--- src/rtl/unsigned_divider_seq_pkg.sv ---
// Shared definitions for the sequential unsigned divider: FSM state encoding
// and the default operand width.
package unsigned_divider_seq_pkg;

  localparam int DEFAULT_WIDTH = 4;

  typedef enum logic [1:0] {
    S_IDLE = 2'd0,
    S_CALC = 2'd1,
    S_DONE = 2'd2
  } state_t;

endpackage

--- src/rtl/unsigned_divider_seq_div_step.sv ---
// One combinational restoring-division step: shift in the next dividend bit,
// try to subtract the divisor, and keep the difference only if it is non-negative.
module unsigned_divider_seq_div_step
  import unsigned_divider_seq_pkg::*;
#(
  parameter int WIDTH = DEFAULT_WIDTH
) (
  input  logic [WIDTH-1:0] rem_in,
  input  logic             bit_in,
  input  logic [WIDTH-1:0] divisor,
  output logic [WIDTH-1:0] rem_out,
  output logic             q_bit
);

  logic [WIDTH:0] shifted_s;
  logic [WIDTH:0] trial_s;

  // Trial subtraction; the borrow bit decides restore versus keep.
  // The partial remainder always stays below the divisor, so once the trial
  // fails the shifted value also fits in WIDTH bits and its top bit can be dropped.
  always_comb begin
    shifted_s = {rem_in, bit_in};
    trial_s   = shifted_s - {1'b0, divisor};
    q_bit     = ~trial_s[WIDTH];
    if (q_bit) begin
      rem_out = trial_s[WIDTH-1:0];
    end else begin
      rem_out = shifted_s[WIDTH-1:0];
    end
  end

endmodule

--- src/rtl/unsigned_divider_seq.sv ---
// Sequential unsigned restoring divider: one quotient bit per clock under a
// start/done handshake, with registered results and a divide-by-zero flag.
module unsigned_divider_seq
  import unsigned_divider_seq_pkg::*;
#(
  parameter int WIDTH = DEFAULT_WIDTH
) (
  input  logic             clk,
  input  logic             rst,
  input  logic             start,
  input  logic [WIDTH-1:0] dividend,
  input  logic [WIDTH-1:0] divisor,
  output logic [WIDTH-1:0] quotient,
  output logic [WIDTH-1:0] remainder,
  output logic             busy,
  output logic             done,
  output logic             div_by_zero
);

  localparam int CNT_W = (WIDTH > 1) ? $clog2(WIDTH) : 1;

  state_t            state_r, state_n;
  logic [WIDTH-1:0]  q_r, q_n;
  logic [WIDTH-1:0]  r_r, r_n;
  logic [WIDTH-1:0]  dvs_r, dvs_n;
  logic [CNT_W-1:0]  cnt_r, cnt_n;
  logic [WIDTH-1:0]  quo_n, rem_n;
  logic              busy_n, done_n, dbz_n;
  logic [WIDTH-1:0]  step_rem_s;
  logic              step_bit_s;

  unsigned_divider_seq_div_step #(.WIDTH(WIDTH)) u_step (
    .rem_in  (r_r),
    .bit_in  (q_r[WIDTH-1]),
    .divisor (dvs_r),
    .rem_out (step_rem_s),
    .q_bit   (step_bit_s)
  );

  // Next-state, datapath and output-register logic.
  always_comb begin
    state_n = state_r;
    q_n     = q_r;
    r_n     = r_r;
    dvs_n   = dvs_r;
    cnt_n   = cnt_r;
    quo_n   = quotient;
    rem_n   = remainder;
    dbz_n   = div_by_zero;
    busy_n  = busy;
    done_n  = 1'b0;
    case (state_r)
      S_IDLE: begin
        if (start) begin
          busy_n = 1'b1;
          if (divisor == {WIDTH{1'b0}}) begin
            state_n = S_DONE;
            quo_n   = {WIDTH{1'b1}};
            rem_n   = dividend;
            dbz_n   = 1'b1;
            done_n  = 1'b1;
          end else begin
            state_n = S_CALC;
            q_n     = dividend;
            r_n     = {WIDTH{1'b0}};
            dvs_n   = divisor;
            cnt_n   = CNT_W'(WIDTH - 1);
          end
        end else begin
          state_n = S_IDLE;
        end
      end
      S_CALC: begin
        q_n = {q_r[WIDTH-2:0], step_bit_s};
        r_n = step_rem_s;
        // Results are published on the same edge that enters DONE.
        if (cnt_r == {CNT_W{1'b0}}) begin
          state_n = S_DONE;
          quo_n   = q_n;
          rem_n   = r_n;
          dbz_n   = 1'b0;
          done_n  = 1'b1;
        end else begin
          cnt_n = cnt_r - CNT_W'(1);
        end
      end
      S_DONE: begin
        state_n = S_IDLE;
        busy_n  = 1'b0;
      end
      default: begin
        state_n = S_IDLE;
        busy_n  = 1'b0;
      end
    endcase
  end

  // State, datapath and output registers.
  always_ff @(posedge clk or posedge rst) begin
    if (rst) begin
      state_r     <= S_IDLE;
      q_r         <= {WIDTH{1'b0}};
      r_r         <= {WIDTH{1'b0}};
      dvs_r       <= {WIDTH{1'b0}};
      cnt_r       <= {CNT_W{1'b0}};
      quotient    <= {WIDTH{1'b0}};
      remainder   <= {WIDTH{1'b0}};
      busy        <= 1'b0;
      done        <= 1'b0;
      div_by_zero <= 1'b0;
    end else begin
      state_r     <= state_n;
      q_r         <= q_n;
      r_r         <= r_n;
      dvs_r       <= dvs_n;
      cnt_r       <= cnt_n;
      quotient    <= quo_n;
      remainder   <= rem_n;
      busy        <= busy_n;
      done        <= done_n;
      div_by_zero <= dbz_n;
    end
  end

endmodule

--- config.mk ---
export PLATFORM = sky130hd
export DESIGN_NAME = unsigned_divider_seq
export DESIGN_NICKNAME = d
export VERILOG_FILES = /design/src/rtl/unsigned_divider_seq_pkg.sv /design/src/rtl/unsigned_divider_seq_div_step.sv /design/src/rtl/unsigned_divider_seq.sv
export SDC_FILE = /design/constraint.sdc
export NUM_CORES = 1
export LEC_CHECK = 0
export BUFFER_PORTS_ARGS = -buffer_cell sky130_fd_sc_hd__buf_2
export CAP_MARGIN = 20
export CORE_UTILIZATION = 35
export CTS_CLUSTER_DIAMETER = 80
export CTS_CLUSTER_SIZE = 25
export DETAILED_ROUTE_END_ITERATION = 10
export GPL_TIMING_DRIVEN = 0
export HOLD_SLACK_MARGIN = 0.02
export PLACE_DENSITY = 0.54
export SETUP_SLACK_MARGIN = 0.1
export SKIP_LAST_GASP = 1
export SLEW_MARGIN = 30
export SYNTH_ARGS = -nofsm -noshare
export SYNTH_HDL_FRONTEND = slang
export SYNTH_SLANG_ARGS = --single-unit
--- constraint.sdc ---
create_clock -name clk -period 4.2 [get_ports clk]
set_clock_uncertainty 0.05 [all_clocks]
set_input_delay 0 -clock clk [delete_from_list [all_inputs] [get_ports clk]]
set_output_delay 0 -clock clk [all_outputs]
set_load 0.03 [all_outputs]
==> impl_metrics.py <==
metrics = {
    "clocking": {
        "numCtsBuffers": 3,
        "ctsResizeCount": 0,
        "cts_root_buffer": "clkbuf_8",
        "clock_latency_ps": 280,
        "cts.sinks": 27,
        "cts_buffer_depth": 2,
        "clkTransAtPathRegs_ps": 100,
        "cts_max_level": 1,
        "cts_tree": "done",
    },
    "placed_design": {
        "gp_congestion": 0.808,
        "hpwl_um": 2250,
        "dp.cells": 231,
        "portBuffers": 21,
        "dpl-instance-area_sq_mm": 0.00161,
    },
    "setup_path": {
        "cpPeakStageDelay_ps": 390,
        "path_cells": "inv_1 -> ha_1 -> fa_1 -> nand2b_1 -> o2bb2ai_2 -> mux2_1 -> nor3_1 -> a31oi_1",
        "r2r-start": "q_r[3]",
        "r2r_end": "remainder[2]",
        "crit_buf_inv": 1,
        "path_class": "reg2reg",
        "cp-end-kind": "register",
        "reg2regPathDepth": 8,
        "crit_cells": 8,
        "cp-start-kind": "register",
        "crit_start": "q_r[3]",
        "endpoint": "remainder[2]",
        "cp_top_family": "adder cells",
        "reg2reg_slack_ps": 1800,
        "required_ps": 4310,
        "worstPathArrival_ps": 2510,
        "cp_max_fo": 9,
        "cp_slowest_cell": "dfrtp_1",
    },
    "timing": {
        "fin_crit_sh_pct": 57.0,
        "relSlewSlack_pct": 56.3,
        "finalSetupTns_ps": 0,
        "rsz0062_at_grt": "no",
        "max_freq_mhz": 417,
        "hold_violations": 0,
        "max_slew.worst_pin.slew_ps": 650,
        "setup_violations": 0,
        "period_needed_ps": 2400,
        "slew_violations": 0,
    },
    "floorplan": {
        "die-area_sq_mm": 0.00439,
        "core_sq_mm": 0.00397,
        "ios": 22,
        "num_rows": 23,
        "die_w_um": 66.3,
        "die_h_um": 66.3,
        "start_util_pct": 36.4,
    },
    "finish": {
        "fill_cells": 401,
        "layout_commonest_cell": "nand2_1",
        "final_area_sq_mm": 0.00176,
        "area_delta_synth_final_pct": 21.9,
        "final_cell_mix": "nand2_1, nor2_1, dfrtp_1",
        "n_antenna_cell": 0,
        "layout-drive-gt1-share_pct": 20.5,
        "register_area_sq_um": 676,
        "fin_cells": 245,
        "multi_input_area_sq_um": 693,
        "num-nets-final": 213,
    },
    "grt": {
        "globalRouteOverflowTotal": 0,
        "grt_pass1_wl_um": 5460,
        "first_global_vias": 1191,
        "antenna_found_initial": 0,
        "track_usage_pct": 16.6,
        "grt_max_degree": 28,
    },
    "synth": {
        "synth_area_leaders": "dfrtp_1, nand2_1, nor2_1, ha_1, inv_1",
        "syn_area_sq_mm": 0.00145,
        "synth_seq_cells": 27,
        "syn-num-nets": 177,
        "syn_inst": 160,
        "seq_area_frac_synth_pct": 46.7,
        "synth.distinct_cells": 43,
        "avgSynthCellArea_sq_um": 9.04,
        "synth_top_area_cell": "dfrtp_1",
        "synth_top_area_share_pct": 46.7,
        "yosysWarnings": 0,
    },
    "detailed_routing": {
        "wl_per_cell_um": 12.9,
        "via_count": 1236,
        "drtPass1Iterations": 4,
        "viasPerCell": 5.04,
        "first_iter_violations": 31,
        "ant_nets": 0,
        "drc_errors": 0,
        "drt_wl_total_um": 3150,
    },
    "power": {
        "p_leak_nw": 0.827,
        "irDropWorstVdd_mv": 0.346,
        "powerDensity_mw_per_mm2": 840,
    },
    "status": {
        "status": "finished clean",
    },
    "min_path": {
        "hold_path.class": "in2async",
    },
    "job": {
        "maxCapViolations": 0,
    },
}
[kinds of logic (layout without fill, tap and decap cells)]
logic type	after synthesis	after routing	share of synthesized area [%]
mux	1	1	0.778
fa+ha+maj	6	6	5.71
simple gates	75	75	24.1
xor+xnor	3	3	1.82
compound gates	31	31	15.5
flops	27	27	46.7
buf+inv	17	52	5.36
[worst min path at each step]
stage          startpoint            to  slack [ps]  depth (start not counted)
2_1_floorplan         rst          busy           3                          1
3_3_place_gp   divisor[1]      dvs_r[1]         180                          3
3_5_place_dp          rst   quotient[0]          50                          2
4_1_cts               rst   quotient[0]         280                          3
5_1_grt               rst  remainder[3]         310                          3
6_report              rst   quotient[0]         250                          3
[registers in the layout, indices dropped and copies added (netlist names)]
register     count
quotient         4
busy             1
state_r          2
cnt_r            2
q_r              4
remainder        4
r_r              4
done             1
div_by_zero      1
dvs_r            4
[synth_stat cells (all sizes together)]
cell,number
and4,1
o21ai,5
o211ai,1
or2,1
o311a,1
a21oi,9
or4,2
nand2,29
mux2,1
o221ai,1
buf,4
clkbuf,1
a22oi,1
xor2,2
nor3b,1
nand2b,3
ha,5
or3,1
fa,1
xnor2,1
inv,12
nor3,3
nor4,1
nand3b,1
and2b,1
o2bb2ai,1
nand3,3
nor2,28
a31oi,8
dfrtp,27
a41oi,1
a22o,2
o211a,1
[routing by layer]
metal	vias up	GRT usage, %	wire (um)
li1	614	-	-
met3	5	1.55	106
met5	-	0	0
met2	22	26.8	1480
met1	595	22.2	1510
met4	0	7.98	64
[timing repair]
action / in CTS / in global routing
hold buffers: 10 / 0
endpoints found under the setup margin: 0 / 0
endpoints found under the hold margin: 39 / 0
setup buffers: 0 / 0
[through the flow]
step                hold slack [ps]  setup slack (ps)  power, mW  utilization [%]
floorplan                      2.72              2090       1.12                -
global placement                179              1810       1.31             40.6
detailed placement             50.5              1790       1.32             40.6
CTS                             284              1780       1.49             44.4
global route                    311              1660       1.63             44.4
finish                          254              1800       1.48             44.4
[where the power goes]
part / switching [mW] / total (mW) / internal (mW) / leakage (nW)
Sequential: 0.0799 / 0.462 / 0.382 / 0.315
Combinational: 0.539 / 0.864 / 0.325 / 0.490
Clock: 0.0883 / 0.156 / 0.0676 / 0.0217
[area by class of cell]
cell class / instances / share of cell area, %
Sequential cell: 27 / 38.3
Buffer: 5 / 1.85
Timing Repair Buffer: 31 / 11.6
Multi-Input combinational cell: 116 / 39.3
Inverter: 12 / 2.56
Tap cell: 50 / 3.55
Clock inverter: 1 / 0.426
Clock buffer: 3 / 2.34
[worst min-delay path: cells and delay by family]
| kind | cells | cell delay (ps) |
|---|---|---|
| buf+inv | 3 | 1070 |
No activity file was read; power rests on OpenSTA's default activity.
